===== config.mk =====
export PLATFORM = sky130hd
export DESIGN_NAME = pcpi_div_initiator
export DESIGN_NICKNAME = d
export VERILOG_FILES = /design/src/rtl/pcpi_div_initiator.sv
export SDC_FILE = /design/constraint.sdc
export NUM_CORES = 1
export LEC_CHECK = 0
export CAP_MARGIN = 20
export CORE_ASPECT_RATIO = 0.9
export CORE_MARGIN = 2
export CORE_UTILIZATION = 43
export CTS_CLUSTER_DIAMETER = 120
export DETAILED_ROUTE_END_ITERATION = 10
export PLACE_DENSITY = 0.81
export RECOVER_POWER = 25
export SYNTH_ARGS = -nofsm -noshare
export SYNTH_HDL_FRONTEND = slang
export SYNTH_SLANG_ARGS = --single-unit
export TNS_END_PERCENT = 5

===== constraint.sdc =====
create_clock -name clk -period 3.6 [get_ports clk]
set_clock_uncertainty 0.2 [all_clocks]
set_input_delay 0.72 -clock clk [delete_from_list [all_inputs] [get_ports clk]]
set_output_delay 0.72 -clock clk [all_outputs]
set_load 0.01 [all_outputs]

===== src/rtl/pcpi_div_initiator.sv =====
`default_nettype none
// +--------------------------------------------------------------------------+
// | pcpi_div_initiator: CPU-side PCPI master, one command at a time, with    |
// | no-claim timeout and busy watchdog.            Revision: 1.0             |
// +--------------------------------------------------------------------------+
module pcpi_div_initiator #(
  parameter int TIMEOUT_CYCLES = 16,
  parameter int WAIT_LIMIT     = 1024
) (
  input  logic        clk,
  input  logic        resetn,
  input  logic        cmd_valid,
  output logic        cmd_ready,
  input  logic [31:0] cmd_insn,
  input  logic [31:0] cmd_rs1,
  input  logic [31:0] cmd_rs2,
  output logic        rsp_valid,
  input  logic        rsp_ready,
  output logic        rsp_wr,
  output logic [31:0] rsp_rd,
  output logic [1:0]  rsp_status,
  output logic [15:0] rsp_cycles,
  output logic        pcpi_valid,
  output logic [31:0] pcpi_insn,
  output logic [31:0] pcpi_rs1,
  output logic [31:0] pcpi_rs2,
  input  logic        pcpi_wr,
  input  logic [31:0] pcpi_rd,
  input  logic        pcpi_wait,
  input  logic        pcpi_ready
);

  localparam logic [1:0] S_IDLE  = 2'd0;
  localparam logic [1:0] S_ISSUE = 2'd1;
  localparam logic [1:0] S_RESP  = 2'd2;
  localparam logic [1:0] S_GAP   = 2'd3;

  localparam logic [1:0] ST_OK      = 2'b00;
  localparam logic [1:0] ST_NOCLAIM = 2'b01;
  localparam logic [1:0] ST_WDOG    = 2'b10;

  localparam logic [31:0] TIMEOUT_U = 32'(TIMEOUT_CYCLES);
  localparam logic [31:0] WAIT_U    = 32'(WAIT_LIMIT);

  logic [1:0]  state_q, state_d;
  logic [15:0] cnt_q, cnt_d;
  logic        claimed_q, claimed_d;
  logic [31:0] insn_q, insn_d, rs1_q, rs1_d, rs2_q, rs2_d;
  logic        rsp_wr_q, rsp_wr_d;
  logic [31:0] rsp_rd_q, rsp_rd_d;
  logic [1:0]  rsp_status_q, rsp_status_d;
  logic [15:0] rsp_cycles_q, rsp_cycles_d;

  logic [15:0] cnt_step;
  logic        claimed_now, timeout_hit, wdog_hit, issue_done;

  // Limits are judged on the count including the current cycle.
  always_comb begin
    cnt_step    = (cnt_q == 16'hFFFF) ? cnt_q : cnt_q + 16'd1;
    claimed_now = claimed_q | pcpi_wait;
    timeout_hit = !claimed_now && (32'(cnt_step) >= TIMEOUT_U);
    wdog_hit    = claimed_now && (32'(cnt_step) >= WAIT_U);
    issue_done  = pcpi_ready || timeout_hit || wdog_hit;
  end

  always_ff @(posedge clk) begin
    if (!resetn) state_q <= S_IDLE;
    else         state_q <= state_d;
  end

  always_comb begin
    state_d = state_q;
    case (state_q)
      S_IDLE:  if (cmd_valid) state_d = S_ISSUE;
      S_ISSUE: if (issue_done) state_d = S_RESP;
      S_RESP:  if (rsp_ready) state_d = S_GAP;
      S_GAP:   state_d = S_IDLE;
      default: state_d = S_IDLE;
    endcase
  end

  always_comb begin
    cmd_ready  = resetn && (state_q == S_IDLE);
    pcpi_valid = (state_q == S_ISSUE);
    rsp_valid  = (state_q == S_RESP);
    pcpi_insn  = insn_q;
    pcpi_rs1   = rs1_q;
    pcpi_rs2   = rs2_q;
    rsp_wr     = rsp_wr_q;
    rsp_rd     = rsp_rd_q;
    rsp_status = rsp_status_q;
    rsp_cycles = rsp_cycles_q;
  end

  always_comb begin
    cnt_d        = cnt_q;
    claimed_d    = claimed_q;
    insn_d       = insn_q;
    rs1_d        = rs1_q;
    rs2_d        = rs2_q;
    rsp_wr_d     = rsp_wr_q;
    rsp_rd_d     = rsp_rd_q;
    rsp_status_d = rsp_status_q;
    rsp_cycles_d = rsp_cycles_q;
    if (state_q == S_IDLE && cmd_valid) begin
      insn_d    = cmd_insn;
      rs1_d     = cmd_rs1;
      rs2_d     = cmd_rs2;
      cnt_d     = 16'd0;
      claimed_d = 1'b0;
    end else if (state_q == S_ISSUE) begin
      cnt_d     = cnt_step;
      claimed_d = claimed_now;
      if (issue_done) begin
        rsp_cycles_d = cnt_step;
        // A result arriving on the same cycle as either limit still wins.
        if (pcpi_ready) begin
          rsp_status_d = ST_OK;
          rsp_wr_d     = pcpi_wr;
          rsp_rd_d     = pcpi_wr ? pcpi_rd : 32'd0;
        end else begin
          rsp_status_d = timeout_hit ? ST_NOCLAIM : ST_WDOG;
          rsp_wr_d     = 1'b0;
          rsp_rd_d     = 32'd0;
        end
      end
    end
  end

  always_ff @(posedge clk) begin
    if (!resetn) begin
      cnt_q        <= 16'd0;
      claimed_q    <= 1'b0;
      insn_q       <= 32'd0;
      rs1_q        <= 32'd0;
      rs2_q        <= 32'd0;
      rsp_wr_q     <= 1'b0;
      rsp_rd_q     <= 32'd0;
      rsp_status_q <= 2'b00;
      rsp_cycles_q <= 16'd0;
    end else begin
      cnt_q        <= cnt_d;
      claimed_q    <= claimed_d;
      insn_q       <= insn_d;
      rs1_q        <= rs1_d;
      rs2_q        <= rs2_d;
      rsp_wr_q     <= rsp_wr_d;
      rsp_rd_q     <= rsp_rd_d;
      rsp_status_q <= rsp_status_d;
      rsp_cycles_q <= rsp_cycles_d;
    end
  end

endmodule
`default_nettype wire

* After elaboration in Yosys (flattened, before gate mapping)
Index checks and enable logic that the tools add are counted.
** Storage, ports and cells
- Register bits :: 166
- Input bits :: 135
- Output and inout port bits :: 150
- Word-level logic and storage cells :: 44
** Operators by class
- Add/sub/neg operators :: 1
- $lt $le $gt $ge :: 2
- Equality and inequality tests :: 7
- Muxes and demuxes :: 10
- Bitwise operators :: 3
- Reduce and logical (&&, ||, !) cells :: 11
** Operators with widths (count)
- 2-to-1 mux 32 bit :: 2
- adder 16 x 1 -> 16 bit, second input constant :: 1
- == test 16 bit, second input constant :: 1
- greater-or-equal comparator 16 x 11 -> 1 bit, second input constant :: 1
- greater-or-equal comparator 16 x 5 -> 1 bit, second input constant :: 1
- 2-to-1 mux 16 bit :: 1
- 2-to-1 mux 2 bit :: 5
- one-hot mux 2 bit (4 select lines) :: 1
- AND reduction 3 bit :: 2
- == test 2 bit, second input constant :: 2
- logical AND 1 bit :: 4
- != test 2 x 1 -> 1 bit, second input constant :: 2
- == test 2 x 1 -> 1 bit, second input constant :: 1
- logical NOT 2 bit :: 1
- logical OR 1 bit :: 2
- != test 2 bit, second input constant :: 1
- inverter 1 bit :: 2
- OR reduction 2 bit :: 1
- logical NOT 1 bit :: 1
- 2-to-1 mux 1 bit :: 1
- OR 1 bit :: 1

* Depth between registers and ports, before layout
- Depth in word-level cells :: 8
- Mapped depth :: 10
- Mapped depth without buffers :: 8

* Worst setup path after synthesis
OpenSTA, ideal clock, no wires.
- Kind :: reg2reg
- From :: reg cnt_q[1]
- To :: reg rsp_cycles_q[0] (netlist: rsp_cycles[0])
- Library setup time :: 0.072 ns
- Arrival :: 2.537 ns
- Data required time :: 3.328 ns
- Slack :: 0.792 ns
- Cell stages (with the launch flop) :: 10
- Buffers on the path :: 1
- Clock period less this slack :: 2.808 ns
- Cells stage by stage :: dfxtp_1 ha_1 nand4_4 nor4_4 nor3_1 xnor2_2 nand4b_4 o31ai_4 buf_8 mux2i_1
** Between the ends
- Longest elaborated chain between the ends :: 7
- Elaborated cells between the ends (all ways) :: 10
- Those cells by class :: 1 x add/sub; 2 x order compare; 1 x eq/ne; 1 x mux; 5 x reduce/logical
** Ends and longest elaborated chain
- start: declaration :: line 46 : logic [15:0] cnt_q, cnt_d;
- start signal: assignment :: line 142 : cnt_q <= cnt_d;
- adder 16 x 1 -> 16 bit / == test 16 bit (equally long branches) :: line 59 : cnt_step = (cnt_q == 16'hFFFF) ? cnt_q : cnt_q + 16'd1;
- 2-to-1 mux 16 bit (*) :: line 59
- greater-or-equal comparator 16 x 5 -> 1 bit :: line 61 : timeout_hit = !claimed_now && (32'(cnt_step) >= TIMEOUT_U);
- logical AND 1 bit :: line 61
- logical OR 1 bit (2 in a row) :: line 63 : issue_done = pcpi_ready || timeout_hit || wdog_hit;
- AND reduction 3 bit (no line)
- end signal: assignment :: line 150 : rsp_cycles_q <= rsp_cycles_d;
- end: declaration :: line 52 : logic [15:0] rsp_cycles_q, rsp_cycles_d;
Every way passes the cells marked *; elsewhere a longest branch is shown, timed or not.
A chain may end at the register's enable or synchronous reset.

* Worst setup path after layout
- From :: reg cnt_q[0]
- To :: reg rsp_rd_q[18] (netlist: rsp_rd[18])
** Between the ends
- Longest elaborated chain between the ends :: 7
- Elaborated cells between the ends (all ways) :: 10
- Those cells by class :: 1 x add/sub; 2 x order compare; 1 x eq/ne; 1 x mux; 5 x reduce/logical
** Ends and longest elaborated chain
- adder 16 x 1 -> 16 bit / == test 16 bit (equally long branches) :: line 59
- 2-to-1 mux 16 bit (*) :: line 59
- greater-or-equal comparator 16 x 5 -> 1 bit :: line 61
- logical AND 1 bit :: line 61
- logical OR 1 bit :: line 63
- logical OR 1 bit (*) :: line 63
- AND reduction 3 bit (no line) (*)
- end signal: assignment :: line 148 : rsp_rd_q <= rsp_rd_d;
- end: declaration :: line 50 : logic [31:0] rsp_rd_q, rsp_rd_d;
Marks and branches as above.

==> flow_metrics.env <==
export IMPL_ir_drop_mv=0.363
export IMPL_cts_resized_gates=0
export IMPL_clkTransAtPathRegs_ns=0.07
export IMPL_clk_latency_ns=0.42
export IMPL_required_ns=3.74
export IMPL_yosysSeqAreaShare=0.493
export IMPL_crit_fanout=40
export IMPL_die_w_um=136
export IMPL_globalRouteTotalUtil=0.228
export IMPL_synth_top_family_by_area="simple AND/OR/NAND/NOR gates"
export IMPL_htreeDepth=4
export IMPL_wire_per_inst_um=15.1
export IMPL_synth_area_leaders="dfxtp_1 (49%), nand2_1 (17%), mux2i_1 (7.9%)"
export IMPL_tightestPinTransition_ns=1.41
export IMPL_clockBufferDepth=2
export IMPL_fin_crit_sh=0.898
export IMPL_path_cells="ha_1, nand4_4, nor4_4, nor3_1, xnor2_2, nand4b_4, o31ai_4, buf_12, mux2i_1"
export IMPL_drv_cap=0
export IMPL_post_route_util=0.668
export IMPL_tns_ns=0
export IMPL_rows=43
export IMPL_dp_hpwl_mm=13.9
export IMPL_numCtsBuffers=17
export IMPL_core_sq_um=15400
export IMPL_worstHoldPathType="flip-flop to flip-flop"
export IMPL_vias=6380
export IMPL_swShare=0.325
export IMPL_post_synth_and_or_nand_nor_area_fraction=0.236
export IMPL_power_density_nw_per_um2=578
export IMPL_max_stage_delay_ns=0.53
export IMPL_arrival_ns=3.37
export IMPL_cp_num_buf_inv=1
export IMPL_drtIter0Drc=319
export IMPL_status="finished clean"
export IMPL_nNetsFinal=1211
export IMPL_synth_edff_count=0
export IMPL_p_leak_nw=3.95
export IMPL_via_per_inst=4.96
export IMPL_synthTopCellsByCount="nand2_1 (303), dfxtp_1 (166), a21oi_1 (101)"
export IMPL_crit_path_top_delay_cell="nor4_4"
export IMPL_critPathTopFamily="simple AND/OR/NAND/NOR gates"
export IMPL_grt_max_degree=97
export IMPL_synth_seq_cells=166
export IMPL_synth_fp_nets=955
export IMPL_synth_top_area_cell="dfxtp_1"
export IMPL_p_int_mw=4.01
export IMPL_antenna_found_initial=0
export IMPL_fp_dieArea_sq_um=16700
export IMPL_drive_above_1_share=0.0554
export IMPL_p_seq_frac=0.378
export IMPL_yosysUniqueCellTypes=51
export IMPL_setup_ws_ns=0.369
export IMPL_area_growth_pct=52.3
export IMPL_synth_adder_area_share=0.0111
export IMPL_rsz0062_at_grt="false"
export IMPL_timing_fmax_mhz=309
export IMPL_synth_ff_type="dfxtp_1"
export IMPL_place_inst=1253
export IMPL_yosysWarnings=0
export IMPL_synth_area_mux_share=0.0820
export IMPL_slew_viol_final=0
export IMPL_cts_setup_buffers=0
export IMPL_start_kind="flip-flop"
export IMPL_synth_compound_area_frac=0.106
export IMPL_finalCriticalPeriod_ns=3.23
export IMPL_synthXorXnorAreaFrac=0.0219
export IMPL_cts_tree="done"
export IMPL_synth_avg_cell_area_sq_um=8.28
export IMPL_gp_congestion=0.880
export IMPL_whs_ns=0.252
export IMPL_synth_top_cell_area_share=0.493
export IMPL_postCtsHoldBufs=0
export IMPL_die_y_um=123
export IMPL_io_buffers=284
export IMPL_grt_pass1_vias=5999
export IMPL_setup_violations=0
export IMPL_num_io_pins=285
export IMPL_ant_nets=0
export IMPL_finalHoldViolCount=0
export IMPL_async_reset_ff_frac=0
export IMPL_grt_pass1_wl_mm=30.3
export IMPL_post_place_ws_ns=0.429
export IMPL_stdcell_count=1286
export IMPL_clockRootBuffer="clkbuf_16"
export IMPL_end_kind="flip-flop"
export IMPL_dr_pass1_iters=4
export IMPL_overflow=0
export IMPL_path_class="flip-flop to flip-flop"
export IMPL_start_util=0.438
export IMPL_p_switching_mw=1.93
export IMPL_synth_area_sq_um=6740
export IMPL_totalWireLength_mm=19.4
export IMPL_slew_headroom=0.0612
export IMPL_synth_cells=814
export IMPL_clock_sinks=166
export IMPL_comb_power_share=0.321
export IMPL_clock_power_share=0.301
export IMPL_drt_drc_violations_left=0
export IMPL_yosysMostFrequentCell="nand2_1"
flip-flops by register name, indices dropped and copies added (netlist names):
signal / flops
rsp_status: 2
claimed_q: 1
pcpi_rs1: 32
state_q: 2
rsp_rd: 32
cnt_q: 16
rsp_cycles: 16
rsp_wr: 1
pcpi_insn: 32
pcpi_rs2: 32
worst reg2reg max path, stage by stage, from the launching register on:
cell      delay [ns]
dfxtp_1         0.47
ha_1            0.36
nand4_4         0.19
nor4_4          0.53
nor3_1          0.15
xnor2_2         0.26
nand4b_4        0.18
o31ai_4         0.23
buf_12          0.29
mux2i_1         0.30
stage by stage:
step | power, mW | cell area, sq um
2_1_floorplan | 3.33 | 6740
3_3_place_gp | 4.20 | 9720
3_5_place_dp | 4.22 | 9720
4_1_cts | 6.02 | 10300
5_1_grt | 6.26 | 10300
6_report | 5.94 | 10300
metal layers:
layer | wire length (um) | up-vias | GRT usage
li1 | - | 3196 | -
met1 | 8010 | 2924 | 0.274
met2 | 9290 | 248 | 0.379
met3 | 1950 | 12 | 0.0921
met4 | 163 | 0 | 0.0638
met5 | 0 | - | 0
path summary, 6_finish.rpt:
kind                                   start            to  slack (ns)  cells past startpoint
worst max-delay path                cnt_q[0]    rsp_rd[18]        0.37                      9
worst min-delay path            pcpi_rs1[23]  pcpi_rs1[23]        0.25                      2
worst max register to register      cnt_q[0]    rsp_rd[18]        0.37                      9
worst min register to register  pcpi_rs1[23]  pcpi_rs1[23]        0.25                      2
power groups by stage:
stage | clock network (mW) | registers (mW) | logic (mW)
after detailed placement | 0 | 2.29 | 1.94
final | 1.79 | 2.24 | 1.91
after global placement | 0 | 2.27 | 1.93
after CTS | 1.83 | 2.24 | 1.95
after global routing | 1.91 | 2.28 | 2.08
after floorplan | 0 | 2.38 | 0.953
layout make-up:
| class | count | area, sq um |
|---|---|---|
| fill | 1255 | 5120 |
| sequential | 166 | 3320 |
| multi-input combinational | 577 | 3090 |
| timing repair buffer | 298 | 2980 |
| clock buffer | 19 | 443 |
| tap | 202 | 253 |
| clock inverter | 13 | 140 |
| inverter | 10 | 37.5 |
| antenna | 1 | 2.50 |
cell families after synthesis:
logic type               Yosys count
AO/OA/AOI/OAI                    128
XOR/XNOR                          16
adder cells (fa/ha/maj)            6
buffers and inverters             71
flip-flops                       166
multiplexers                      55
AND/OR/NAND/NOR                  372
placed cells by master (no fill, tap or decap), drive strengths merged, types with 3 or more instances in the layout:
cell type and instances:
nand2 303, clkdlybuf4s50 282, dfxtp 166, a21oi 101
mux2i 53, clkbuf 23, nor2 20, inv 14
nand4 12, buf 11, xnor2 10, o21ai 9
nand3 9, nor3 9, xor2 6, ha 6
clkinv 6, and2 4, and3 4, o41ai 3
No activity file was read; power rests on OpenSTA's default activity.
